==> src/rtl/pcie_bar_avmm_slave.sv <==
// BAR0 register/scratch-RAM responder for the PCIe HIP Rxm Avalon-MM master; bursts up to 15 beats.
// Reads: first beat 2 cycles after accept, then 1 beat/cycle. Stalls via waitrequest during read bursts only.
// Optional PCIE_BAR_IRQ_EN adds irq_out, driven from a doorbell-pending flag.
module pcie_bar_avmm_slave #(
    parameter int                ADDR_W    = 8,
    parameter int                DATA_W    = 32,
    parameter int                BURST_W   = 4,
    parameter logic [ADDR_W-1:0] MEM_BASE  = 8'h40,
    parameter int                MEM_WORDS = 64,
    parameter logic [DATA_W-1:0] ID_VALUE  = 32'hC5A0_0001
) (
    input  logic                  clk,
    input  logic                  reset,
    input  logic [ADDR_W-1:0]     avs_address,
    input  logic                  avs_read,
    input  logic                  avs_write,
    input  logic [DATA_W-1:0]     avs_writedata,
    input  logic [DATA_W/8-1:0]   avs_byteenable,
    input  logic [BURST_W-1:0]    avs_burstcount,
    output logic                  avs_waitrequest,
    output logic [DATA_W-1:0]     avs_readdata,
    output logic                  avs_readdatavalid,
    output logic                  doorbell_pulse
`ifdef PCIE_BAR_IRQ_EN
    ,
    output logic                  irq_out
`endif
);

    localparam int BE_W   = DATA_W / 8;
    localparam int MEM_AW = $clog2(MEM_WORDS);

    localparam logic [ADDR_W-1:0] A_ID       = ADDR_W'(0);
    localparam logic [ADDR_W-1:0] A_SCRATCH  = ADDR_W'(1);
    localparam logic [ADDR_W-1:0] A_CONTROL  = ADDR_W'(2);
    localparam logic [ADDR_W-1:0] A_DOORBELL = ADDR_W'(3);
    localparam logic [ADDR_W:0]   MEM_LO     = {1'b0, MEM_BASE};
    localparam logic [ADDR_W:0]   MEM_HI     = {1'b0, MEM_BASE} + (ADDR_W+1)'(MEM_WORDS);
    localparam logic [DATA_W-1:0] UNMAPPED   = DATA_W'(32'hDEAD_BEEF);

    typedef enum logic [1:0] {IDLE, WR_BURST, RD_BURST} state_t;

    state_t               state;
    logic [ADDR_W-1:0]    burst_addr;
    logic [BURST_W-1:0]   remaining;
    logic [DATA_W-1:0]    scratch;
    logic                 ctrl_en;
    logic [31:0]          doorbell_cnt;
    logic [DATA_W-1:0]    ctrl_rd;
    logic [DATA_W-1:0]    mem [MEM_WORDS];

    logic                 wr_fire;
    logic [ADDR_W-1:0]    wr_addr;
    logic [BURST_W-1:0]   beats;

    assign beats   = (avs_burstcount == '0) ? BURST_W'(1) : avs_burstcount;
    assign wr_fire = avs_write && ((state == IDLE) || (state == WR_BURST));
    assign wr_addr = (state == IDLE) ? avs_address : burst_addr;

    function automatic logic in_mem(input logic [ADDR_W-1:0] a);
        return ({1'b0, a} >= MEM_LO) && ({1'b0, a} < MEM_HI);
    endfunction

    function automatic logic [MEM_AW-1:0] mem_idx(input logic [ADDR_W-1:0] a);
        return MEM_AW'(a - MEM_BASE);
    endfunction

    function automatic logic [DATA_W-1:0] merge_be(input logic [DATA_W-1:0] old_d,
                                                   input logic [DATA_W-1:0] new_d,
                                                   input logic [BE_W-1:0]   be);
        logic [DATA_W-1:0] r;
        r = old_d;
        for (int i = 0; i < BE_W; i++) begin
            if (be[i]) r[8*i +: 8] = new_d[8*i +: 8];
        end
        return r;
    endfunction

    function automatic logic [DATA_W-1:0] read_word(input logic [ADDR_W-1:0] a);
        logic [DATA_W-1:0] r;
        case (a)
            A_ID:       r = ID_VALUE;
            A_SCRATCH:  r = scratch;
            A_CONTROL:  r = ctrl_rd;
            A_DOORBELL: r = DATA_W'(doorbell_cnt);
            default:    r = in_mem(a) ? mem[mem_idx(a)] : UNMAPPED;
        endcase
        return r;
    endfunction

`ifdef PCIE_BAR_IRQ_EN
    logic irq_pending;
    logic irq_clr;

    assign irq_clr = wr_fire && (wr_addr == A_CONTROL) && avs_byteenable[0] && avs_writedata[1];
    assign ctrl_rd = {{(DATA_W-3){1'b0}}, irq_pending, 1'b0, ctrl_en};
    assign irq_out = ctrl_en & irq_pending;

    // A doorbell pulse arriving with a clear keeps the interrupt pending.
    always_ff @(posedge clk) begin
        if (reset) begin
            irq_pending <= 1'b0;
        end else if (doorbell_pulse) begin
            irq_pending <= 1'b1;
        end else if (irq_clr) begin
            irq_pending <= 1'b0;
        end
    end
`else
    assign ctrl_rd = {{(DATA_W-1){1'b0}}, ctrl_en};
`endif

    always_ff @(posedge clk) begin
        if (wr_fire && !reset && in_mem(wr_addr)) begin
            for (int i = 0; i < BE_W; i++) begin
                if (avs_byteenable[i]) mem[mem_idx(wr_addr)][8*i +: 8] <= avs_writedata[8*i +: 8];
            end
        end
    end

    always_ff @(posedge clk) begin
        if (reset) begin
            state             <= IDLE;
            burst_addr        <= '0;
            remaining         <= '0;
            scratch           <= '0;
            ctrl_en           <= 1'b0;
            doorbell_cnt      <= '0;
            avs_waitrequest   <= 1'b0;
            avs_readdata      <= '0;
            avs_readdatavalid <= 1'b0;
            doorbell_pulse    <= 1'b0;
        end else begin
            avs_readdatavalid <= 1'b0;
            doorbell_pulse    <= 1'b0;

            if (wr_fire) begin
                case (wr_addr)
                    A_SCRATCH: scratch <= merge_be(scratch, avs_writedata, avs_byteenable);
                    A_CONTROL: if (avs_byteenable[0]) ctrl_en <= avs_writedata[0];
                    A_DOORBELL: begin
                        if (|avs_byteenable) begin
                            doorbell_cnt   <= doorbell_cnt + 32'd1;
                            doorbell_pulse <= 1'b1;
                        end
                    end
                    default: ;
                endcase
            end

            case (state)
                IDLE: begin
                    // Write wins over a simultaneous read; the read is dropped.
                    if (avs_write) begin
                        if (beats > BURST_W'(1)) begin
                            burst_addr <= avs_address + 1'b1;
                            remaining  <= beats - 1'b1;
                            state      <= WR_BURST;
                        end
                    end else if (avs_read) begin
                        burst_addr      <= avs_address;
                        remaining       <= beats;
                        avs_waitrequest <= 1'b1;
                        state           <= RD_BURST;
                    end
                end
                WR_BURST: begin
                    if (avs_write) begin
                        burst_addr <= burst_addr + 1'b1;
                        remaining  <= remaining - 1'b1;
                        if (remaining == BURST_W'(1)) state <= IDLE;
                    end
                end
                RD_BURST: begin
                    avs_readdata      <= read_word(burst_addr);
                    avs_readdatavalid <= 1'b1;
                    burst_addr        <= burst_addr + 1'b1;
                    remaining         <= remaining - 1'b1;
                    if (remaining == BURST_W'(1)) begin
                        avs_waitrequest <= 1'b0;
                        state           <= IDLE;
                    end
                end
                default: state <= IDLE;
            endcase
        end
    end

    a_no_read_with_write: assert property (@(posedge clk) disable iff (reset)
        (state == IDLE) |-> !(avs_read && avs_write));

endmodule

==> config.mk <==
export PLATFORM = sky130hd
export DESIGN_NAME = pcie_bar_avmm_slave
export DESIGN_NICKNAME = d
export VERILOG_FILES = /design/src/rtl/pcie_bar_avmm_slave.sv
export SDC_FILE = /design/constraint.sdc
export NUM_CORES = 2
export LEC_CHECK = 0
export BUFFER_PORTS_ARGS = -buffer_cell sky130_fd_sc_hd__buf_2
export CORE_MARGIN = 2
export CORE_UTILIZATION = 42
export DETAILED_ROUTE_END_ITERATION = 6
export GPL_TIMING_DRIVEN = 1
export PLACE_DENSITY_LB_ADDON = 0.1
export SLEW_MARGIN = 30
export SYNTH_ARGS = -nofsm -noshare
export SYNTH_HDL_FRONTEND = slang
export SYNTH_SLANG_ARGS = --single-unit
==> constraint.sdc <==
create_clock -name clk -period 2.95 [get_ports clk]
set_clock_uncertainty 0.15 [all_clocks]
set_input_delay 0.59 -clock clk [delete_from_list [all_inputs] [get_ports clk]]
set_output_delay 0.59 -clock clk [all_outputs]
set_load 0.05 [all_outputs]
==> results.json <==
{
  "finalWirelength_um": 268400,
  "pwr-share-seq_pct": 42.6,
  "dieArea_mm2": 0.2073,
  "io_pins": 87,
  "tns_ns": 0,
  "status": "finished, violations left",
  "area_growth_pct": 20.21,
  "ys_top_cells_by_count": "edfxtp_1, mux4_2, nor2_1, nand2_1, dfxtp_1",
  "ant_nets": 0,
  "grt_use_met1_pct": 37.18,
  "min_path_type": "in -> reg",
  "rsz0062_at_grt": "yes",
  "drc": 2,
  "p_int_mw": 57.71,
  "crit_family": "multiplexers",
  "numCtsBuffers": 225,
  "pre_cts_ws_ns": -0.2105,
  "synth_top_cell_by_area": "edfxtp_1",
  "top_usage_layer": "met2",
  "path_cells": "buf_12 -> buf_16 -> buf_4 -> mux4_2 -> mux4_2 -> a22o_1 -> a211oi_2 -> a2111oi_0",
  "cp_num_buf_inv": 3,
  "grt_overflow": 0,
  "cts_tree": "built",
  "grt_pass1_vias": 46513,
  "die_x_um": 455.3,
  "wl_per_cell_um": 33.50,
  "pwr-share-comb_pct": 23.2,
  "final_util_pct": 50.83,
  "final_hold_viol_count": 0,
  "hold_slack_ns": 0.04171,
  "htree_levels": 4,
  "violations": "DRC",
  "cap_violations": 0,
  "layout-drive-gt1-share_pct": 33.50,
  "use_met2_pct": 39.59,
  "cts-root-buf": "clkbuf_16",
  "clk_latency_ns": 0.89,
  "clk_pin_slew_ns": 0.06,
  "grt_use_total_pct": 25.92,
  "p_sw_mw": 23.12,
  "yosys.area.top_type_share_pct": 71.88,
  "max_freq_ghz": 0.3441,
  "fin_ws_ns": 0.04379,
  "crit_path_end_kind": "flip-flop",
  "ys_seq_area_share_pct": 74.69,
  "power_leakage_nw": 33.03,
  "grtUsageMet3_pct": 4.416,
  "cpPeakStageDelay_ns": 0.53,
  "port_buffers": 86,
  "drtIter0Drc": 5559,
  "fin_nets": 5202,
  "via_count": 46987,
  "cp_slowest_cell": "mux4_2",
  "ir_worst_vdd_uv": 651.2,
  "ys.warnings.count": 0,
  "async_flop_share_pct": 0,
  "core_area_mm2": 0.2023,
  "grt_pass1_wl_um": 371300,
  "fin_crit_sh_pct": 98.52,
  "powerDensity_mw_per_mm2": 785.9,
  "fp-row-count": 165,
  "grt_start_max_net_pins": 66,
  "critPathKind": "reg -> reg",
  "cp-start-kind": "flip-flop",
  "yosysMostFrequentCell": "edfxtp_1",
  "first_pass_iters": 7,
  "synth_area_per_cell_um2": 19.73,
  "synth_seq_cells": 2168,
  "cpMostUsedCell": "mux4_2",
  "syn_inst": 4337,
  "cts.sinks": 2168,
  "syn-num-nets": 4403,
  "syn_area_mm2": 0.08555,
  "die_h_um": 455.3,
  "via_per_inst": 5.865,
  "yosysUniqueCellTypes": 80,
  "initial_core_util_pct": 42.29,
  "cp_data_required_time_ns": 3.54,
  "synth_top_flop_cell": "edfxtp_1",
  "fillCellCount": 16488,
  "worst_pin_slew_ns": 0.9220,
  "place.gp.congestion": 0.9478,
  "synthTopCellsByArea": "edfxtp_1, mux4_2, dfxtp_1, nor2_1, mux2i_1",
  "maxSlewHeadroom_pct": 38.53,
  "clockBufferDepth": 3,
  "antenna_found_initial": 26,
  "p_sw_share_pct": 28.60,
  "fin_crit_ns": 2.906,
  "pwr-share-clk_pct": 34.3,
  "worstPathArrival_ns": 3.50,
  "setup_viol_count_final": 0,
  "final_max_slew_viol_count": 0,
  "synth_edf_count": 2048,
  "dp_hpwl_um": 183600,
  "cp_max_fo": 10
}
## metrics by stage
step / instances / power [mW] / cell area (um2)
5_1_grt: 8005 / 83.28 / 102800
3_3_place_gp: 7561 / 53.38 / 95090
3_5_place_dp: 7561 / 53.40 / 95090
2_1_floorplan: 4337 / 45.19 / 85550
6_report: 8012 / 80.83 / 102800
4_1_cts: 7988 / 81.05 / 102400
## registers in the layout, indices dropped and copies added (netlist names), 2 cells and up, named ones only
name / cells
doorbell_cnt: 32
remaining: 4
avs_readdata: 32
state: 2
scratch: 32
burst_addr: 8
mem: 2048
## power groups by stage
stage                     clock, mW  combinational [mW]  sequential (mW)
final                          27.7                18.7             34.4
after CTS                      28.2                18.5             34.4
after detailed placement          0                18.3             35.1
after floorplan                   0                10.1             35.1
after global routing           29.3                19.6             34.4
after global placement            0                18.3             35.1
## layout by cell type (no fill, tap or decap), types with 24 or more instances in the layout
cell type	n
buf_4	581
a21oi_1	96
nand3_1	65
a22oi_1	26
nor3_1	24
o21ai_0	41
buf_12	137
a211oi_1	38
clkbuf_16	232
dfxtp_1	114
a221oi_1	31
buf_2	84
clkbuf_1	55
clkinv_2	38
clkinv_1	55
nand2_1	229
mux4_2	550
mux2i_1	105
nor2_1	344
edfxtp_1	2048
## path summary, 6_finish.rpt
kind,from,end,slack [ns],cells after the start
worst max register to register,flip-flop,avs_readdata[12],0.04,8
worst min-delay path,avs_writedata[15],mem[28][15],0.04,1
worst min register to register,scratch[13],scratch[13],0.30,2
worst max-delay path,flip-flop,avs_readdata[12],0.04,8
## routing by layer
layer | wire length (um) | part of all wire [%]
met1 | 115400 | 43
met2 | 123800 | 46
met3 | 18140 | 6.8
met4 | 11010 | 4.1
met5 | 51 | 0.019
## worst register-to-register path, cell delays in order, from the launching register on
cell and delay, ns:
dfxtp_4 0.40, buf_12 0.20, buf_16 0.21, buf_4 0.19, mux4_2 0.51, mux4_2 0.53, a22o_1 0.21, a211oi_2 0.24
a2111oi_0 0.12
## final cells by class
type | count | area (um2) | area share [%]
antenna | 11 | 27.53 | 0.02677
clock buffer | 293 | 6061 | 5.893
clock inverter | 127 | 1124 | 1.093
inverter | 22 | 92.59 | 0.09003
multi-input combinational | 1896 | 20400 | 19.83
sequential | 2168 | 63920 | 62.15
tap | 2672 | 3343 | 3.251
timing repair buffer | 823 | 7879 | 7.661
## repair_timing
item	4_1_cts	5_1_grt
endpoints found under the hold margin	13	0
setup endpoints to repair	373	2098
pin swaps	0	2
hold buffers	4	0
cloned	0	3
setup buffers	3	10
gates resized for setup	19	60
## kinds of logic (layout without fill, tap and decap cells)
group           after synthesis  after routing  synth area share, %
compound gates              359            359                2.907
other cells                   0             11                    0
buf+inv                     273           1265                1.762
flops                      2168           2168                74.69
fa+ha+maj                    14             14               0.2048
simple gates                821            821                4.184
mux                         673            673                15.95
xor+xnor                     29             29               0.2969
Power figures use the tool's default switching activity.
